--- src/rtl/host_csr_arbiter.sv ---
// Shares the host CSR port between an internal tohost poller and an external
// requester; one transaction outstanding, round-robin on ties, sticky pass/fail.
module host_csr_arbiter #(
  parameter int          POLL_INTERVAL = 16,
  parameter logic [11:0] TOHOST_ADDR   = 12'h780,
  parameter int          XLEN          = 64
) (
  input  logic            clk,
  input  logic            reset_n,
  input  logic            ext_req_valid,
  output logic            ext_req_ready,
  input  logic            ext_req_rw,
  input  logic [11:0]     ext_req_addr,
  input  logic [XLEN-1:0] ext_req_data,
  output logic            ext_resp_valid,
  output logic [XLEN-1:0] ext_resp_data,
  output logic            csr_req_valid,
  input  logic            csr_req_ready,
  output logic            csr_req_rw,
  output logic [11:0]     csr_req_addr,
  output logic [XLEN-1:0] csr_req_data,
  input  logic            csr_resp_valid,
  output logic            csr_resp_ready,
  input  logic [XLEN-1:0] csr_resp_data,
  output logic            test_done,
  output logic            test_fail,
  output logic [XLEN-2:0] fail_code
);

  localparam int CNT_W = (POLL_INTERVAL > 1) ? $clog2(POLL_INTERVAL) : 1;
  localparam logic [CNT_W-1:0] CNT_RELOAD = CNT_W'(POLL_INTERVAL - 1);
  localparam logic OWN_EXT  = 1'b0;
  localparam logic OWN_POLL = 1'b1;

  typedef enum logic [1:0] {
    ST_IDLE = 2'd0,
    ST_REQ  = 2'd1,
    ST_RESP = 2'd2
  } state_t;

  state_t            state_q, state_d;
  logic              owner_q, owner_d;
  logic              last_owner_q, last_owner_d;
  logic              poll_pending_q, poll_pending_d;
  logic [CNT_W-1:0]  poll_cnt_q, poll_cnt_d;
  logic              req_rw_q, req_rw_d;
  logic [11:0]       req_addr_q, req_addr_d;
  logic [XLEN-1:0]   req_data_q, req_data_d;
  logic              ext_resp_valid_q, ext_resp_valid_d;
  logic [XLEN-1:0]   ext_resp_data_q, ext_resp_data_d;
  logic              test_done_q, test_done_d;
  logic              test_fail_q, test_fail_d;
  logic [XLEN-2:0]   fail_code_q, fail_code_d;

  logic grant_ext;
  logic grant_poll;
  logic poll_run;
  logic resp_is_one;
  logic resp_is_big;

  always_comb begin
    grant_ext  = 1'b0;
    grant_poll = 1'b0;
    if (state_q == ST_IDLE) begin
      if (ext_req_valid && poll_pending_q) begin
        grant_poll = (last_owner_q == OWN_EXT);
        grant_ext  = (last_owner_q == OWN_POLL);
      end else begin
        grant_ext  = ext_req_valid;
        grant_poll = poll_pending_q;
      end
    end
  end

  assign resp_is_big = |csr_resp_data[XLEN-1:1];
  assign resp_is_one = csr_resp_data[0] && !resp_is_big;

  // The timer only counts idle cycles, so polls are spaced by POLL_INTERVAL
  // idle cycles plus the transaction itself.
  assign poll_run = (state_q == ST_IDLE) && !poll_pending_q && !test_done_q && !test_fail_q;

  always_comb begin
    state_d          = state_q;
    owner_d          = owner_q;
    last_owner_d     = last_owner_q;
    poll_pending_d   = poll_pending_q;
    poll_cnt_d       = poll_cnt_q;
    req_rw_d         = req_rw_q;
    req_addr_d       = req_addr_q;
    req_data_d       = req_data_q;
    ext_resp_valid_d = 1'b0;
    ext_resp_data_d  = ext_resp_data_q;
    test_done_d      = test_done_q;
    test_fail_d      = test_fail_q;
    fail_code_d      = fail_code_q;

    if (poll_run) begin
      if (poll_cnt_q == '0) begin
        poll_pending_d = 1'b1;
        poll_cnt_d     = CNT_RELOAD;
      end else begin
        poll_cnt_d = poll_cnt_q - CNT_W'(1);
      end
    end

    case (state_q)
      ST_IDLE: begin
        if (grant_ext) begin
          req_rw_d     = ext_req_rw;
          req_addr_d   = ext_req_addr;
          req_data_d   = ext_req_data;
          owner_d      = OWN_EXT;
          last_owner_d = OWN_EXT;
          state_d      = ST_REQ;
        end else if (grant_poll) begin
          req_rw_d       = 1'b0;
          req_addr_d     = TOHOST_ADDR;
          req_data_d     = '0;
          poll_pending_d = 1'b0;
          owner_d        = OWN_POLL;
          last_owner_d   = OWN_POLL;
          state_d        = ST_REQ;
        end
      end
      ST_REQ: begin
        if (csr_req_ready) begin
          state_d = ST_RESP;
        end
      end
      ST_RESP: begin
        if (csr_resp_valid) begin
          state_d = ST_IDLE;
          if (owner_q == OWN_EXT) begin
            ext_resp_valid_d = 1'b1;
            ext_resp_data_d  = csr_resp_data;
          end else if (!test_done_q && !test_fail_q) begin
            // Zero means the test is still running; leave status untouched.
            if (resp_is_one) begin
              test_done_d = 1'b1;
            end else if (resp_is_big) begin
              test_fail_d = 1'b1;
              fail_code_d = csr_resp_data[XLEN-1:1];
            end
          end
        end
      end
      default: state_d = ST_IDLE;
    endcase
  end

  always_ff @(posedge clk) begin
    if (!reset_n) begin
      state_q          <= ST_IDLE;
      owner_q          <= OWN_EXT;
      last_owner_q     <= OWN_EXT;
      poll_pending_q   <= 1'b0;
      poll_cnt_q       <= CNT_RELOAD;
      req_rw_q         <= 1'b0;
      req_addr_q       <= '0;
      req_data_q       <= '0;
      ext_resp_valid_q <= 1'b0;
      ext_resp_data_q  <= '0;
      test_done_q      <= 1'b0;
      test_fail_q      <= 1'b0;
      fail_code_q      <= '0;
    end else begin
      state_q          <= state_d;
      owner_q          <= owner_d;
      last_owner_q     <= last_owner_d;
      poll_pending_q   <= poll_pending_d;
      poll_cnt_q       <= poll_cnt_d;
      req_rw_q         <= req_rw_d;
      req_addr_q       <= req_addr_d;
      req_data_q       <= req_data_d;
      ext_resp_valid_q <= ext_resp_valid_d;
      ext_resp_data_q  <= ext_resp_data_d;
      test_done_q      <= test_done_d;
      test_fail_q      <= test_fail_d;
      fail_code_q      <= fail_code_d;
    end
  end

  // Handshake is suppressed while reset is asserted so nothing is lost.
  assign ext_req_ready  = grant_ext && reset_n;
  assign ext_resp_valid = ext_resp_valid_q;
  assign ext_resp_data  = ext_resp_data_q;
  assign csr_req_valid  = (state_q == ST_REQ);
  assign csr_req_rw     = req_rw_q;
  assign csr_req_addr   = req_addr_q;
  assign csr_req_data   = req_data_q;
  assign csr_resp_ready = (state_q == ST_RESP);
  assign test_done      = test_done_q;
  assign test_fail      = test_fail_q;
  assign fail_code      = fail_code_q;

endmodule
--- config.mk ---
export PLATFORM = sky130hd
export DESIGN_NAME = host_csr_arbiter
export DESIGN_NICKNAME = d
export VERILOG_FILES = /design/src/rtl/host_csr_arbiter.sv
export SDC_FILE = /design/constraint.sdc
export NUM_CORES = 1
export LEC_CHECK = 0
export ABC_AREA = 1
export ABC_CLOCK_PERIOD_IN_PS = 1900
export BUFFER_PORTS_ARGS = -buffer_cell sky130_fd_sc_hd__clkbuf_2
export CAP_MARGIN = 20
export CORE_AREA = 3 3 138 140
export DETAILED_ROUTE_END_ITERATION = 10
export DIE_AREA = 0 0 141 143
export GPL_ROUTABILITY_DRIVEN = 0
export PLACE_DENSITY = 0.86
export SLEW_MARGIN = 40
export SYNTH_ARGS = -nofsm -noshare
export SYNTH_HDL_FRONTEND = slang
export SYNTH_SLANG_ARGS = --single-unit
export TNS_END_PERCENT = 1
--- constraint.sdc ---
create_clock -name clk -period 1.9 [get_ports clk]
set_input_delay 0.095 -clock clk [delete_from_list [all_inputs] [get_ports clk]]
set_output_delay 0.095 -clock clk [all_outputs]
set_load 0.05 [all_outputs]
# == Yosys cells after proc, flatten, opt, wreduce, memory -nomap -nowiden ==
# Index checks and enable logic that the tools add are counted.
# word_totals
register_bits,215
# op_classes
add_sub_neg,1
eq_ne,5
muxes,24
bitwise,2
n_reduce_logical,21
# ops
op,count
64-bit 2-to-1 mux,2
63-bit OR reduction,1
12-bit 2-to-1 mux,2
1-bit 2-to-1 mux,14
3-bit AND reduction,3
2-bit 2-to-1 mux,4
1-bit logical AND,7
2-bit one-hot mux with 3 select lines,1
6-bit AND reduction,1
5-bit AND reduction,1
1-bit zero test,4
4-bit zero test,1
4-bit 2-to-1 mux,1
"4-bit by 1-bit subtractor with 4-bit output, second input constant",1
"3-bit != test, second input constant",1
"2-bit by 1-bit == test with 1-bit output, second input constant",1
"2-bit == test, second input constant",1
2-bit zero test,1
"2-bit by 1-bit != test with 1-bit output, second input constant",1
"2-bit != test, second input constant",1
1-bit inverter,2
2-bit AND reduction,1
2-bit nonzero test,1

# == Longest topological paths before layout ==
# Gate-level depths: netlist of run 1.
# depth
word_depth,8
mapped_depth,10
ltp_nobuf,9

# == Least setup slack after synthesis of run 1 ==
# OpenSTA, ideal clock, no wires.
# synth_timing
path_kind,reg2reg
start,register state_q[1]
end,"register ext_resp_data_q[43], in the netlist ext_resp_data[43]"
arrival_time_ns,1.626
required_time_ns,1.780
slack_ns,0.154
stages_incl_launch_ff,9
path_buffers,3
period_less_slack_ns,1.746
path_cell_list,dfxtp_1 inv_2 nor2_2 nand2_1 nor2_1 buf_4 buf_4 buf_4 a21oi_1
# synth_via
elab_chain_cells,2
# synth_rtl
element,line_no,text
start: declaration,41,"state_t state_q, state_d;"
start signal: assignment,167,state_q <= state_d;
2-bit == test,n/a,
net csr_resp_ready,23,"output logic csr_resp_ready,"
3-bit AND reduction (no source line),n/a,
end signal: assignment,176,ext_resp_data_q <= ext_resp_data_d;
end: declaration,50,"logic [XLEN-1:0] ext_resp_data_q, ext_resp_data_d;"
# The timed path passes the listed nets, and every way through them passes these cells.
# A chain may end at the register's enable or synchronous reset.

# == Worst setup path in the final report of run 1 ==
# layout_timing
start,register poll_pending_q
end,output ext_req_ready
# layout_via
elab_chain_cells,4
# layout_rtl
element,line_no,text
start: declaration,44,"logic poll_pending_q, poll_pending_d;"
start signal: assignment,170,poll_pending_q <= poll_pending_d;
1-bit logical AND,65,if (ext_req_valid && poll_pending_q) begin
1-bit 2-to-1 mux,65,
1-bit 2-to-1 mux,64,if (state_q == ST_IDLE) begin
1-bit logical AND,184,assign ext_req_ready = grant_ext && reset_n;
end: declaration,11,"output logic ext_req_ready,"
# Every way passes these cells.

==> results by group, run 1 <==
Clock tree
  • H-Tree Depth: 1
  • CTS buffer count: 24
  • CTS root buffer: clkbuf_16
  • Skew-Pair Late Insertion Delay: 0.52 ns
  • Clk slew on worst S/H paths: 0.06 ns
  • TritonCTS clock tree: yes
  • Total clock sinks: 215
  • Clock Path Buffers: 3

Power and ir drop
  • Power Dens Cells: 938 nW/um2
  • Int Power: 8.62 mW
  • Sequential group share of total power: 0.406
  • Psw: 3.09 mW
  • Total power: about 12 mW
  • Pleak: about 5.9 nW
  • Clock Power Share: 0.456
  • Sw frac: 0.264
  • Comb pwr share: 0.138
  • Worst vdd ir: 0.865 mV

Place
  • Inst Count DP: 1,469
  • I/O Buffers: about 360
  • Dpl ws: 0.202 ns
  • DP Area: about 10,000 um2
  • Dpl hpwl: 17,100 um

Yosys
  • Synth Area per Inst: ~8.5 um2
  • Syn nets: ~1.1k
  • Synthesized cell area: ~8000 um2
  • Sequential area share after synthesis: 0.536
  • Synth Register Bits: 215
  • Synth cell types: 25
  • Post-Synthesis Cells: 943
  • Ys Warns: 0

Setup path
  • Slowest cell on the critical path: dfxtp_1
  • CP Capture Type: output port
  • Worst path max stage delay: 0.39 ns
  • Worst setup SP type: flop
  • Critical path peak fanout: 25
  • Req. time, crit path: ~1.8 ns
  • Setup CP Type: reg -> out
  • Arrival @ worst endpoint: 1.76 ns
  • Worst path cell trace: inv_1 > o211ai_4 > nor2_4 > buf_12 > clkbuf_8

Timing
  • Period minus WS final: 1.85 ns
  • Setup TNS: 0 ns
  • Layout Skew: between 0.01 and 0.015 ns
  • Final hold violation count: 0
  • Final WS setup: 0.0456 ns
  • Minimum hold slack: 0.0737 ns
  • Max Slew Vio Count: 0
  • Highest clock rate: 0.539 GHz
  • Relative slew margins: 0.495
  • Final Cycle Share: 0.976
  • Final setup vio count: 0
  • RSZ-0062 raised after global routing: true
  • Slew at the pin closest to its max-slew limit: 0.757 ns

GRT
  • Largest net degree at the start of global routing: 129
  • Initial antenna violation count: 1
  • First-pass GRT wire length: 46,300 um
  • Vias in the first global route: 8,868
  • GRT Residual Overflow: 0
  • Total track usage: 0.280

Final layout
  • # nets final: 1,561
  • Design area: 12,500 um2
  • Area growth, synth to finish: 55.2%
  • Layout cells sized above 1: 0.305
  • Non-Filler Instances: between 1.5k and 2k
  • Final Util: 0.694

Die
  • Core area: 18,000 um2
  • Full die area: just over 20,000 um2
  • Die height: 143 um
  • Initial Util: 0.447
  • Die X-Extent: 141 um
  • Rows: a little under 50
  • Io pins: 356

Routing
  • DR DRC count: 0
  • Via Count: 8,949
  • Initial drt markers: 696
  • Wire per inst: about 18 um
  • Drt total wl: 29,800 um
  • Vias/cell: 5.38
  • Antenna Nets Post-Route: 0
  • DRT Pass-1 Iters: 5

Min path
  • Worst hold path type: in -> reg

Status
  • Status: finished clean

Job
  • Max cap viols: 0
routing by layer:
layer | routed length (um) | part of all wire | track usage | vias up
met5 | 0 | 0 | 0 | -
met4 | 2020 | 0.068 | 0.183 | 0
met3 | 2550 | 0.085 | 0.0713 | 166
met2 | 14700 | 0.49 | 0.487 | 540
met1 | 10600 | 0.35 | 0.304 | 4069
li1 | - | - | - | 4174
worst max-delay path, delay by kind of cell (launching register included):
| family | cells | cell delay [ns] |
|---|---|---|
| DFF | 1 | 0.39 |
| AOI/OAI and AO/OA | 1 | 0.28 |
| and+or+nand+nor | 1 | 0.08 |
| buffers and inverters | 3 | 0.48 |
cell usage after synthesis, drive strengths merged:
library cell / instances / area, um2
nand4: 2 / 12.5
o21ai: 67 / 335
ha: 1 / 12.5
nor2: 120 / 465
a211oi: 4 / 30.0
nor3: 1 / 5.00
a32o: 73 / 731
nand3b: 1 / 7.51
a31oi: 1 / 6.26
clkbuf: 34 / 128
o211ai: 1 / 12.5
a21oi: 133 / 666
buf: 46 / 313
dfxtp: 215 / 4300
inv: 80 / 300
nand3: 67 / 335
xor2: 1 / 8.76
nand2: 96 / 363
layout make-up:
class	instances	area, um2
Antenna cell	1	2.50
Clock buffer	26	628
Clock inverter	18	297
Fill cell	1237	5490
Inverter	80	300
Multi-Input combinational cell	568	3040
Sequential cell	215	4310
Tap cell	229	287
Timing Repair Buffer	525	3620
flip-flops by register name, summed over array words and instances, names as in the netlist, 2 cells and up:
signal	count
ext_resp_data	64
csr_req_data	64
poll_cnt_q	4
state_q	2
fail_code	63
csr_req_addr	12
path summary, 6_finish.rpt:
check             startpoint               to  slack (ns)  depth (start not counted)
min                  reset_n    poll_cnt_q[2]        0.07                          3
max reg2reg       state_q[1]    fail_code[27]        0.21                          9
min reg2reg  csr_req_addr[7]  csr_req_addr[7]        0.46                          2
max           poll_pending_q    ext_req_ready        0.05                          5
cell families (layout without fill, tap and decap cells):
family                   after synthesis  in the layout  share of synthesized area
buffers and inverters                160            649                     0.0922
AND/OR/NAND/NOR                      287            287                      0.148
other                                  0              1                          0
XOR/XNOR                               1              1                    0.00109
AO/OA/AOI/OAI                        279            279                      0.222
flip-flops                           215            215                      0.536
adder cells (fa/ha/maj)                1              1                    0.00156
power groups by stage:
stage / clock, mW / combinational, mW / sequential [mW]
global route: 5.57 / 1.70 / 4.76
CTS: 5.39 / 1.56 / 4.74
detailed placement: 0 / 1.30 / 4.84
global placement: 0 / 1.28 / 4.83
finish: 5.34 / 1.61 / 4.75
floorplan: 0 / 0.390 / 5.32
cell usage in the layout (no fill, tap or decap), types with 63 or more instances in the layout:
| cell | n |
|---|---|
| a21oi_1 | 133 |
| clkbuf_2 | 353 |
| a32o_1 | 73 |
| nand2_1 | 95 |
| dlygate4sd3_1 | 144 |
| nand3_1 | 67 |
| o21ai_0 | 63 |
| dfxtp_1 | 214 |
| nor2_1 | 113 |
| inv_1 | 79 |
what timing repair did:
action | in CTS | in global routing
hold buffers | 144 | 0
endpoints found under the hold margin | 207 | 0
pin swaps | 1 | 1
gates cloned | 1 | 0
resized for setup | 3 | 1
setup endpoints to repair | 1 | 4
buffers inserted | 1 | 2
Note: power is estimated with default switching activity, not from simulation.
==> run 2: changes to the inputs <==
--- a/config.mk
+++ b/config.mk
@@ -8,11 +8,12 @@
 export ABC_AREA = 1
 export ABC_CLOCK_PERIOD_IN_PS = 1900
 export BUFFER_PORTS_ARGS = -buffer_cell sky130_fd_sc_hd__clkbuf_2
-export CAP_MARGIN = 20
+export CAP_MARGIN = 10
 export CORE_AREA = 3 3 138 140
 export DETAILED_ROUTE_END_ITERATION = 10
 export DIE_AREA = 0 0 141 143
 export GPL_ROUTABILITY_DRIVEN = 0
+export HOLD_SLACK_MARGIN = 0.08
 export PLACE_DENSITY = 0.86
 export SLEW_MARGIN = 40
 export SYNTH_ARGS = -nofsm -noshare
==> run 2 against run 1 <==
Compared with the run above:
- sequential power barely moved
- first-iteration DRC count is 5.7% lower
- worst setup slack better by 0.0023 ns
- routed wire length rose by 0.99%
- worst hold slack improved by 0.26 ns
- sequential cell count did not move
- sequential share of layout area shrank 0.16 points
- final cell count is 0.36% higher
- register-to-register slack worse by 0.13 ns
- count of clock-buffer cells in the layout unchanged
- die area did not move
- critical path type unchanged
- critical endpoint unchanged
- largest power group unchanged
==> results by group, run 2 (synthesis gave the netlist of run 1 again) <==
Status
  • Status: finished clean

Die
  • Rows: 49 (unchanged)
  • Core area: 18,000 um2 (unchanged)
  • Full die area: 20,200 um2 (unchanged)
  • Die height: 143 um (unchanged)
  • Io pins: 356 (unchanged)
  • Die X-Extent: 141 um (unchanged)
  • Initial Util: 0.447 (unchanged)

Power and ir drop
  • Comb pwr share: 0.139 (about the same)
  • Psw: 3.10 mW (+0.23%)
  • Total power: 11.7 mW (+0.15%)
  • Int Power: 8.63 mW (+0.12%)
  • Clock Power Share: 0.456 (about the same)
  • Sw frac: 0.264 (about the same)
  • Power Dens Cells: 935 nW/um2 (-0.34%)
  • Sequential group share of total power: 0.406 (about the same)
  • Worst vdd ir: 0.900 mV (+4.0%)
  • Pleak: 5.94 nW (+0.57%)

Final layout
  • Area growth, synth to finish: 56.0%
  • Fillcell total: 1,227 (-0.81%)
  • Layout cells sized above 1: 0.305 (-0.000578)
  • Commonest non-fill, non-tap cells in the layout: 353 x clkbuf_2, 213 x dfxtp_1, 150 x dlygate4sd3_1
  • # nets final: 1,567 (+0.38%)
  • Final Util: 0.698 (+0.00341)
  • Commonest non-fill, non-tap cell in the layout: clkbuf_2
  • Design area: 12,500 um2 (+0.49%)

Timing
  • Highest clock rate: 0.540 GHz (+0.12%)
  • Final WS setup: 0.0479 ns (+0.00231 ns)
  • Final setup vio count: 0 (unchanged)
  • Final Cycle Share: 0.975 (-0.00122)
  • Layout Skew: 0.0115 ns (-0.000476 ns)
  • Setup TNS: 0 ns (unchanged)
  • Final hold violation count: 0 (unchanged)
  • Max Slew Vio Count: 0 (unchanged)
  • Period minus WS final: 1.85 ns (-0.00231 ns)
  • Relative slew margins: 0.491 (-0.00450)
  • Slew at the pin closest to its max-slew limit: 0.764 ns (+0.00676 ns)
  • RSZ-0062 raised after global routing: true

GRT
  • First-pass GRT wire length: 46,600 um (+0.64%)
  • GRT Residual Overflow: 0 (unchanged)
  • Largest net degree at the start of global routing: 129 (unchanged)
  • Vias in the first global route: 8,936 (+0.77%)
  • Initial antenna violation count: 1 (unchanged)
  • Total track usage: 0.282 (+0.00199)

Setup path
  • CP Capture Type: output port
  • Worst setup SP type: flop
  • Setup CP Type: reg -> out
  • Req. time, crit path: 1.80 ns (about the same)
  • Critical path peak fanout: 25 (unchanged)
  • Number of cells on the worst reg-to-reg path: 6 (-3)
  • Reg-to-Reg End: state_q[0]
  • R2r setup slk: 0.08 ns (-0.13 ns)
  • R2r startpoint: state_q[1]
  • Arrival @ worst endpoint: 1.76 ns (about the same)

Place
  • I/O Buffers: 355 (unchanged)
  • Dpl hpwl: 17,100 um (unchanged)
  • Dpl ws: 0.202 ns (unchanged)
  • DP Area: 10,000 um2 (unchanged)

Clock tree
  • TritonCTS clock tree: yes
  • Skew-Pair Late Insertion Delay: 0.52 ns (about the same)
  • Clock Path Buffers: 3 (unchanged)
  • CTS buffer count: 24 (unchanged)
  • CTS root buffer: clkbuf_16
  • Clk slew on worst S/H paths: 0.06 ns (about the same)
  • H-Tree Depth: 1 (unchanged)
  • Total clock sinks: 215 (unchanged)

Min path
  • HP Start: ext_req_data[33]
  • Worst hold stages: 3 (unchanged)
  • Worst hold path type: in -> reg
  • Hold Path Sink: csr_req_data[33]

Routing
  • Drt total wl: 30,100 um (+0.99%)
  • Antenna Nets Post-Route: 0 (unchanged)
  • Wire per inst: 18.0 um (+0.63%)
  • DRT Pass-1 Iters: 6 (+1)
  • Vias/cell: 5.40 (+0.32%)
  • Via Count: 9,010 (+0.68%)
  • DR DRC count: 0 (unchanged)
  • Initial drt markers: 656 (-5.7%)

Job
  • Max cap viols: 0 (unchanged)
## run 2: repair_timing
action                                  in CTS  in global routing
resized for setup                            3                  2
cloned                                       1                  0
endpoints found under the setup margin       1                  5
pin swaps                                    1                  1
hold buffers                               150                  0
buffers inserted                             1                  2
endpoints found under the hold margin      211                  0
## run 2: power groups by stage
stage | clock [mW] | sequential [mW] | combinational [mW]
4_1_cts | 5.39 | 4.74 | 1.58
2_1_floorplan | 0 | 5.32 | 0.390
3_3_place_gp | 0 | 4.83 | 1.28
6_report | 5.34 | 4.76 | 1.63
3_5_place_dp | 0 | 4.84 | 1.30
5_1_grt | 5.57 | 4.77 | 1.72
## run 2: stage by stage
stage,std cells,hold slack (ns)
after floorplan,943,0.221
after CTS,1665,0.313
after detailed placement,1469,0.308
after global routing,1668,0.331
after global placement,1469,0.306
final,1668,0.329
## run 2: metal layers
| metal | wire length [um] | vias to the layer above | GRT usage |
|---|---|---|---|
| met2 | 14900 | 553 | 0.495 |
| met3 | 2470 | 168 | 0.0676 |
| met5 | 0 | - | 0 |
| met1 | 10700 | 4105 | 0.306 |
| li1 | - | 4184 | - |
| met4 | 2030 | 0 | 0.183 |
## run 2: area by class of cell
cell class,count,area [um2],area share
Timing Repair Buffer,531,3680,0.293
Tap cell,229,287,0.0229
Clock inverter,18,297,0.0237
Clock buffer,26,628,0.0501
Inverter,80,300,0.0240
Antenna cell,1,2.50,0.000200
Sequential cell,215,4310,0.344
Multi-Input combinational cell,568,3040,0.242
## run 2: critical path: stages (launching register included)
cell and delay, ns:
dfxtp_1 0.39, inv_1 0.12, o211ai_4 0.28, nor2_4 0.08
buf_12 0.17, clkbuf_8 0.19
## run 2: how the worst max path moves through the flow
stage	start	endpoint	slack [ns]
CTS	last_owner_q	ext_req_ready	0.05
finish	poll_pending_q	ext_req_ready	0.05
global route	poll_pending_q	ext_req_ready	-0.01
floorplan	state_q[1]	ext_resp_data[43]	0.15
detailed placement	state_q[1]	ext_resp_data[42]	0.20
global placement	state_q[1]	fail_code[60]	0.33
